==> src/rtl/dest_reg_tracker.sv <==
// Tracks the destination register of in-flight instructions through EX/MEM/WB
// and raises load-use stall/bubble controls for hazards forwarding cannot cover.
module dest_reg_tracker #(
  parameter int unsigned STALL_CNT_W = 16
) (
  input  logic                   clk,
  input  logic                   rst_n,
  input  logic [4:0]             id_rd_idx,
  input  logic                   id_rd_wr_en,
  input  logic                   id_is_load,
  input  logic [4:0]             id_rs1_idx,
  input  logic [4:0]             id_rs2_idx,
  input  logic                   id_rs1_used,
  input  logic                   id_rs2_used,
  input  logic                   ex_branch_taken,
  input  logic                   mem_stall,
  output logic [4:0]             ex_reg_wr_idx,
  output logic                   ex_reg_wr_en,
  output logic [4:0]             mem_reg_wr_idx,
  output logic                   mem_reg_wr_en,
  output logic [4:0]             wb_reg_wr_idx,
  output logic                   wb_reg_wr_en,
  output logic                   load_use_stall,
  output logic                   pc_hold,
  output logic                   ifid_hold,
  output logic                   idex_bubble,
  output logic [STALL_CNT_W-1:0] load_use_stall_count
);

  typedef struct packed {
    logic [4:0] idx;
    logic       wr_en;
    logic       is_load;
  } slot_t;

  slot_t                  ex_q, ex_d;
  slot_t                  mem_q, mem_d;
  slot_t                  wb_q, wb_d;
  logic [STALL_CNT_W-1:0] cnt_q, cnt_d;
  logic                   rs_match;
  logic                   lu_stall;

  always_comb begin
    rs_match = (id_rs1_used && (id_rs1_idx == ex_q.idx)) ||
               (id_rs2_used && (id_rs2_idx == ex_q.idx));
    // A taken branch kills the dependent ID instruction, so no stall is needed.
    lu_stall = ex_q.is_load && ex_q.wr_en && rs_match && !ex_branch_taken;
  end

  always_comb begin
    ex_d  = ex_q;
    mem_d = mem_q;
    wb_d  = wb_q;
    cnt_d = cnt_q;
    if (!mem_stall) begin
      wb_d  = mem_q;
      mem_d = ex_q;
      if (ex_branch_taken || lu_stall) begin
        ex_d = '0;
      end else begin
        ex_d.idx     = id_rd_idx;
        ex_d.wr_en   = id_rd_wr_en && (id_rd_idx != 5'd0);
        ex_d.is_load = id_is_load && id_rd_wr_en;
      end
      if (lu_stall && (cnt_q != '1)) begin
        cnt_d = cnt_q + STALL_CNT_W'(1);
      end
    end
  end

  always_ff @(posedge clk or negedge rst_n) begin
    if (!rst_n) begin
      ex_q  <= '0;
      mem_q <= '0;
      wb_q  <= '0;
      cnt_q <= '0;
    end else begin
      ex_q  <= ex_d;
      mem_q <= mem_d;
      wb_q  <= wb_d;
      cnt_q <= cnt_d;
    end
  end

  always_comb begin
    ex_reg_wr_idx        = ex_q.idx;
    ex_reg_wr_en         = ex_q.wr_en;
    mem_reg_wr_idx       = mem_q.idx;
    mem_reg_wr_en        = mem_q.wr_en;
    wb_reg_wr_idx        = wb_q.idx;
    wb_reg_wr_en         = wb_q.wr_en;
    load_use_stall       = lu_stall;
    pc_hold              = mem_stall || lu_stall;
    ifid_hold            = mem_stall || lu_stall;
    idex_bubble          = !mem_stall && (lu_stall || ex_branch_taken);
    load_use_stall_count = cnt_q;
  end

endmodule

==> config.mk <==
export PLATFORM = sky130hd
export DESIGN_NAME = dest_reg_tracker
export DESIGN_NICKNAME = d
export VERILOG_FILES = /design/src/rtl/dest_reg_tracker.sv
export SDC_FILE = /design/constraint.sdc
export NUM_CORES = 1
export LEC_CHECK = 0
export CORE_MARGIN = 2
export CORE_UTILIZATION = 30
export DETAILED_ROUTE_END_ITERATION = 8
export SLEW_MARGIN = 15
export SYNTH_ARGS = -nofsm -noshare
export SYNTH_HDL_FRONTEND = slang
export SYNTH_SLANG_ARGS = --single-unit
==> constraint.sdc <==
create_clock -name clk -period 5.4 [get_ports clk]
set_input_delay 0.54 -clock clk [delete_from_list [all_inputs] [get_ports clk]]
set_output_delay 0.54 -clock clk [all_outputs]
set_load 0.05 [all_outputs]
==> flow_summary_export.csv, run 1 <==
group,metric,value,unit
global_route,grt_max_degree,36,
global_route,grt_usage,13.0,%
sta,final.setup.worst_slack,2.01,ns
sta,grt_setup_unrepaired,"false",
floorplan,initial_utilization,31.1,%
sta,period_share,62.9,%
placed_design,pre_cts_ws,1.96,ns
critical_path,worst_path_most_repeated_cell,"clkdlybuf4s50_1",
job,cap_viol_max_count,0,
critical_path,path_buf_inv,2,
critical_path,slowest_delay,0.74,ns
detailed_routing,wire_per_inst,13.3,um
global_route,antenna_found_initial,0,
sta,slew_violations,0,
placed_design,dp_cells,276,
yosys,synth_seq_area_share,50.8,%
yosys,yosys.area.top_type,"dfrtp_1",
clock_network,cts_buffers,5,
power,vdd_ir_drop_max,172,uV
clock_network,cts_resized,0,
placed_design,place_congestion,0.822,
clock_network,hold_buffers,0,
yosys,synth_top_area_share,50.8,%
critical_path,cp-start-kind,"input port",
detailed_routing,first_pass_iters,4,
critical_path,worst-setup-path-type,"input port to output port",
sta,min_period,3.39,ns
detailed_routing,detail-route-antenna-nets,0,
yosys,netlist_top_cells_count,"dfrtp_1 (35), xor2_1 (24), mux2_2 (13), nor2_1 (13), nand2_1 (11)",
clock_network,clk_pin_slew,0.07,ns
placed_design,hpwl,2.85,mm
detailed_routing,met1Wirelength,1.84,mm
detailed_routing,num_vias,1285,
power,p_leak,1.11,nW
sta,slew_headroom,50.1,%
floorplan,die_w,79.8,um
yosys,syn_inst,152,
cells_and_area,fin_cells,284,
cells_and_area,final_nets,235,
detailed_routing,drc,0,
sta,report.final.setup_viol,0,
hold_path,hold_path.class,"register to register",
floorplan,die_y,79.8,um
clock_network,clock_latency,0.27,ns
sta,finalHoldViolCount,0,
detailed_routing,drtIter0Drc,68,
yosys,synth_area_per_cell,11.4,um^2
cells_and_area,layout-area-overhead-vs-synth,42.1,%
critical_path,path_delay_family,"buffers and inverters",
sta,setup_tns,0,ns
critical_path,cp_cell_sequence,"clkdlybuf4s50_1 -> xor2_1 -> nor4_4 -> a22oi_2 -> nand2b_1 -> clkdlybuf4s50_1",
yosys,syn_area,0.00173,mm^2
power,powerDensity,251,mW/mm^2
clock_network,h-tree-depth,2,
detailed_routing,wl_met3,144,um
clock_network,clock-sinks,35,
critical_path,worst_setup_path_end_kind,"output port",
critical_path,arrival,2.85,ns
critical_path,path_max_fanout,17,
yosys,ys.flop_type,"dfrtp_1",
critical_path,required,4.86,ns
yosys,synth_cell_types,29,
yosys,synth_nets,176,
floorplan,io_pins,61,
sta,clock_skew,0.00396,ns
yosys,synth_area_leaders,"dfrtp_1 (51%), xor2_1 (12%), mux2_2 (8.5%)",
clock_network,root_buffer,"clkbuf_8",
yosys,synth_edf_count,0,
global_route,grt_pass1_vias,1284,
floorplan,core_area,0.00554,mm^2
yosys,async_flop_share,100,%
clock_network,cts_buffer_depth,2,
clock_network,cts_tree,"yes",
detailed_routing,top_layer,"met4",
placed_design,io_buffers,60,
global_route,gr-total-overflow,0,
sta,worstMarginPinSlew,0.748,ns
sta,fmax,0.295,GHz
detailed_routing,wl_met2,1.77,mm
detailed_routing,avgViaCountPerCell,4.52,
power,power,0.000616,W
yosys,synth.most_common_cell,"dfrtp_1",
yosys,yosysWarnings,0,
clock_network,post_cts_buffers,0,
floorplan,rows,27,
critical_path,ff2ff_setup_slack,3.38,ns
cells_and_area,diodes,0,
detailed_routing,routed_wl,3.78,mm
yosys,synth_seq_cells,35,
outcome,status,"finished, final reports clean",
cells_and_area,layout-drive-gt1-share,12.7,%
global_route,grt_pass1_wl,6.39,mm
critical_path,cpMaxStageDelayCell,"clkdlybuf4s50_1",
floorplan,dieArea,0.00637,mm^2
## routing by layer
metal | vias to the layer above | GRT usage [%]
li1 | 645 | -
met1 | 607 | 17.7
met2 | 31 | 20.8
met3 | 2 | 2.83
met4 | 0 | 3.56
met5 | - | 0
## sequential cells by signal (all words and copies together) (netlist names)
name and count:
load_use_stall_count 16, wb_reg_wr_idx 5, ex_q 1, wb_reg_wr_en 1, ex_reg_wr_en 1, mem_reg_wr_idx 5, ex_reg_wr_idx 5, mem_reg_wr_en 1
## cell usage in the layout, fill, tap and decap left out, drive strengths merged, types with 2 or more instances in the layout
master	n
o21ai	3
inv	3
nand4	2
nor4	5
a22o	6
nor2	13
nor3	7
nand3	6
nand2	11
and3	3
xor2	24
dfrtp	35
clkdlybuf4s50	60
mux2	13
clkbuf	7
and4	3
buf	2
## final cells by class
type                    instances  area, um^2
fillers                       553        3090
clock buffers                   7        76.3
clock inverters                 1        5.00
inverters                       3        11.3
multi-input cells             104         777
flip-flops and latches         35         876
well taps                      72        90.1
repair buffers                 62         616
## cell families (layout without fill, tap and decap cells)
| kind of cell | after synthesis | count (layout) | synth area share (%) |
|---|---|---|---|
| AND/OR/NAND/NOR | 54 | 54 | 17.6 |
| flip-flops | 35 | 35 | 50.8 |
| XOR/XNOR | 25 | 25 | 12.7 |
| multiplexers | 13 | 13 | 8.48 |
| buffers and inverters | 13 | 73 | 4.21 |
| AO/OA/AOI/OAI | 11 | 11 | 5.58 |
| adder cells (fa/ha/maj) | 1 | 1 | 0.725 |
## path summary, 6_finish.rpt
path,from,depth (start not counted),to
hold reg to reg,load_use_stall_count[13],1,load_use_stall_count[13]
max in group asynchronous,rst_n,2,mem_reg_wr_en
min in group asynchronous,rst_n,2,wb_reg_wr_idx[0]
setup reg to reg,ex_reg_wr_idx[4],5,load_use_stall_count[1]
setup / recovery,id_rs2_idx[3],6,ifid_hold
hold / removal,load_use_stall_count[13],1,load_use_stall_count[13]
## per-stage QoR
stage | hold slack, ns | utilization, % | instance area [um^2]
6_report | 0.490 | 44.2 | 2450
5_1_grt | 0.524 | 44.2 | 2450
4_1_cts | 0.491 | 44.2 | 2450
3_5_place_dp | 0.483 | 42.8 | 2370
3_3_place_gp | 0.484 | 42.8 | 2370
2_1_floorplan | 0.244 | - | 1730
## power breakdown
group	leakage (nW)	switching (W)	total [W]	internal [W]
clock network	0.0422	0.0000853	0.000176	0.0000904
logic	0.606	0.0000895	0.000149	0.0000598
registers	0.467	0.0000131	0.000291	0.000278
total	1.11	0.000188	0.000616	0.000428
## worst register-to-register path, delay by kind of cell (launching register included)
family           cells  cell delay [ns]
AO/OA/AOI/OAI        1             0.62
XOR/XNOR             1             0.28
flip-flops           1             0.45
multiplexers         1             0.30
AND/OR/NAND/NOR      2             0.27
(Power assumes the default switching activity.)
==> run 2: changes to the inputs <==
==> constraint.sdc (replaced) <==
create_clock -name clk -period 2.8 [get_ports clk]
set_input_delay 0.28 -clock clk [delete_from_list [all_inputs] [get_ports clk]]
set_output_delay 0.28 -clock clk [all_outputs]
set_load 0.05 [all_outputs]
==> run 2 against run 1 <==
Net effect: wire length increased by 2.0%; flip-flop and latch count did not move; via count grew 0.78%; highest routed layer unchanged; register-to-register slack lost 2.6 ns; non-clock buffer count grew 1; critical path type is now register to output port.
==> flow_summary_export.csv, run 2 (synthesis gave the netlist of run 1 again) <==
group,metric,value,unit
global_route,gr-total-overflow,0,
clock_network,cts_tree,"yes",
sta,finalHoldViolCount,0,
cells_and_area,final_cell_mix,"clkdlybuf4s50_1 (56), dfrtp_1 (35), xor2_1 (24)",
placed_design,hpwl,2.92,mm
cells_and_area,final_nets,236,
clock_network,hold_buffers,0,
clock_network,clock-sinks,35,
cells_and_area,fin_area,0.00250,mm^2
placed_design,place_congestion,0.823,
outcome,status,"finished, final reports clean",
global_route,grt_pass1_wl,6.43,mm
detailed_routing,first_pass_iters,4,
clock_network,cts_buffers,5,
global_route,grt_pass1_vias,1326,
critical_path,worst-setup-path-type,"register to output port",
sta,final.setup.worst_slack,0.563,ns
cells_and_area,largest_reg_flops,16,
cells_and_area,final_common_cell,"clkdlybuf4s50_1",
cells_and_area,diodes,0,
critical_path,reg2reg_from,"load_use_stall_count[0]",
sta,min_period,2.24,ns
clock_network,root_buffer,"clkbuf_8",
detailed_routing,wire_per_inst,13.5,um
clock_network,cts_buffer_depth,2,
critical_path,path_max_fanout,5,
critical_path,arrival,1.96,ns
critical_path,cp-start-kind,"register",
global_route,grt-busiest-layer,"met2",
detailed_routing,drc,0,
floorplan,io_pins,61,
critical_path,r2r_cells,6,
sta,grt_setup_unrepaired,"false",
sta,setup_tns,0,ns
global_route,antenna_found_initial,0,
sta,slew_violations,0,
detailed_routing,detail-route-antenna-nets,0,
floorplan,initial_utilization,31.1,%
critical_path,required,2.52,ns
sta,period_share,79.9,%
critical_path,worstSetupEndpoint,"idex_bubble",
power,p_leak,1.15,nW
sta,fmax,0.447,GHz
critical_path,worstReg2RegEnd,"load_use_stall_count[1]",
clock_network,clk_pin_slew,0.07,ns
global_route,grt_use_met2,20.2,%
global_route,grt_usage,13.3,%
power,vdd_ir_drop_max,264,uV
floorplan,core_area,0.00554,mm^2
sta,slew_headroom,63.5,%
detailed_routing,avgViaCountPerCell,4.54,
floorplan,die_w,79.8,um
sta,clock_skew,0.00346,ns
hold_path,hold_path.class,"input port to asynchronous set/reset pin",
critical_path,ff2ff_setup_slack,0.75,ns
detailed_routing,routed_wl,3.86,mm
placed_design,io_buffers,60,
clock_network,cts_resized,0,
floorplan,die_y,79.8,um
job,cap_viol_max_count,0,
clock_network,h-tree-depth,2,
clock_network,post_cts_buffers,0,
power,powerDensity,528,mW/mm^2
cells_and_area,layout-drive-gt1-share,16.0,%
floorplan,dieArea,0.00637,mm^2
placed_design,pre_cts_ws,0.519,ns
critical_path,critPathLaunch,"ex_reg_wr_idx[3]",
sta,worstMarginPinSlew,0.543,ns
cells_and_area,layout-area-overhead-vs-synth,44.7,%
floorplan,rows,27,
critical_path,worst_setup_path_end_kind,"output port",
placed_design,placed_area,0.00238,mm^2
detailed_routing,num_vias,1295,
sta,report.final.setup_viol,0,
detailed_routing,drtIter0Drc,64,
global_route,met1_usage,17.8,%
clock_network,clock_latency,0.29,ns
global_route,grt_max_degree,36,
global_route,grt_util_met3,3.73,%
[run 2: through the flow]
step	cells	util, %	power, W	hold slack [ns]
6_report	285	45.1	0.00132	0.399
5_1_grt	285	45.1	0.00138	0.449
4_1_cts	285	45.1	0.00134	0.409
3_5_place_dp	277	43.0	0.000861	0.493
3_3_place_gp	277	43.0	0.000861	0.486
2_1_floorplan	152	-	0.000747	-0.0156
[run 2: worst min-delay path by stage]
| stage | from | end | slack (ns) | depth (start not counted) |
|---|---|---|---|---|
| after floorplan | rst_n | ex_q[0] | -0.02 | 0 |
| after global placement | wb_reg_wr_idx[3] | wb_reg_wr_idx[3] | 0.49 | 1 |
| after detailed placement | load_use_stall_count[13] | load_use_stall_count[13] | 0.49 | 1 |
| after CTS | rst_n | wb_reg_wr_idx[0] | 0.41 | 2 |
| after global routing | rst_n | wb_reg_wr_idx[2] | 0.45 | 2 |
| final | rst_n | wb_reg_wr_idx[0] | 0.40 | 2 |
[run 2: layer usage]
layer | wire length (um) | share of wire (%) | vias up
li1 | - | - | 646
met1 | 1870 | 49 | 614
met2 | 1760 | 45 | 29
met3 | 165 | 4.3 | 6
met4 | 65 | 1.7 | 0
met5 | 0 | 0 | -
[run 2: cell type report]
cell class | instances | area, um^2
clock inverter | 2 | 35.0
sequential | 35 | 876
clock buffer | 6 | 82.6
timing repair buffer | 63 | 626
tap | 72 | 90.1
inverter | 3 | 11.3
fill | 555 | 3040
multi-input combinational | 104 | 777
[run 2: worst max-delay path, cell delays in order (launching register included)]
cell     delay, ns
dfrtp_1       0.46
xor2_1        0.18
nor4_2        0.36
a22o_1        0.27
nor2_1        0.06
nor2_1        0.17
buf_12        0.17
[run 2: power by group]
| group | switching [W] | leakage, nW | total (W) | internal (W) |
|---|---|---|---|---|
| registers | 0.0000250 | 0.467 | 0.000560 | 0.000535 |
| clock network | 0.000181 | 0.0612 | 0.000469 | 0.000288 |
| logic | 0.000173 | 0.619 | 0.000289 | 0.000116 |
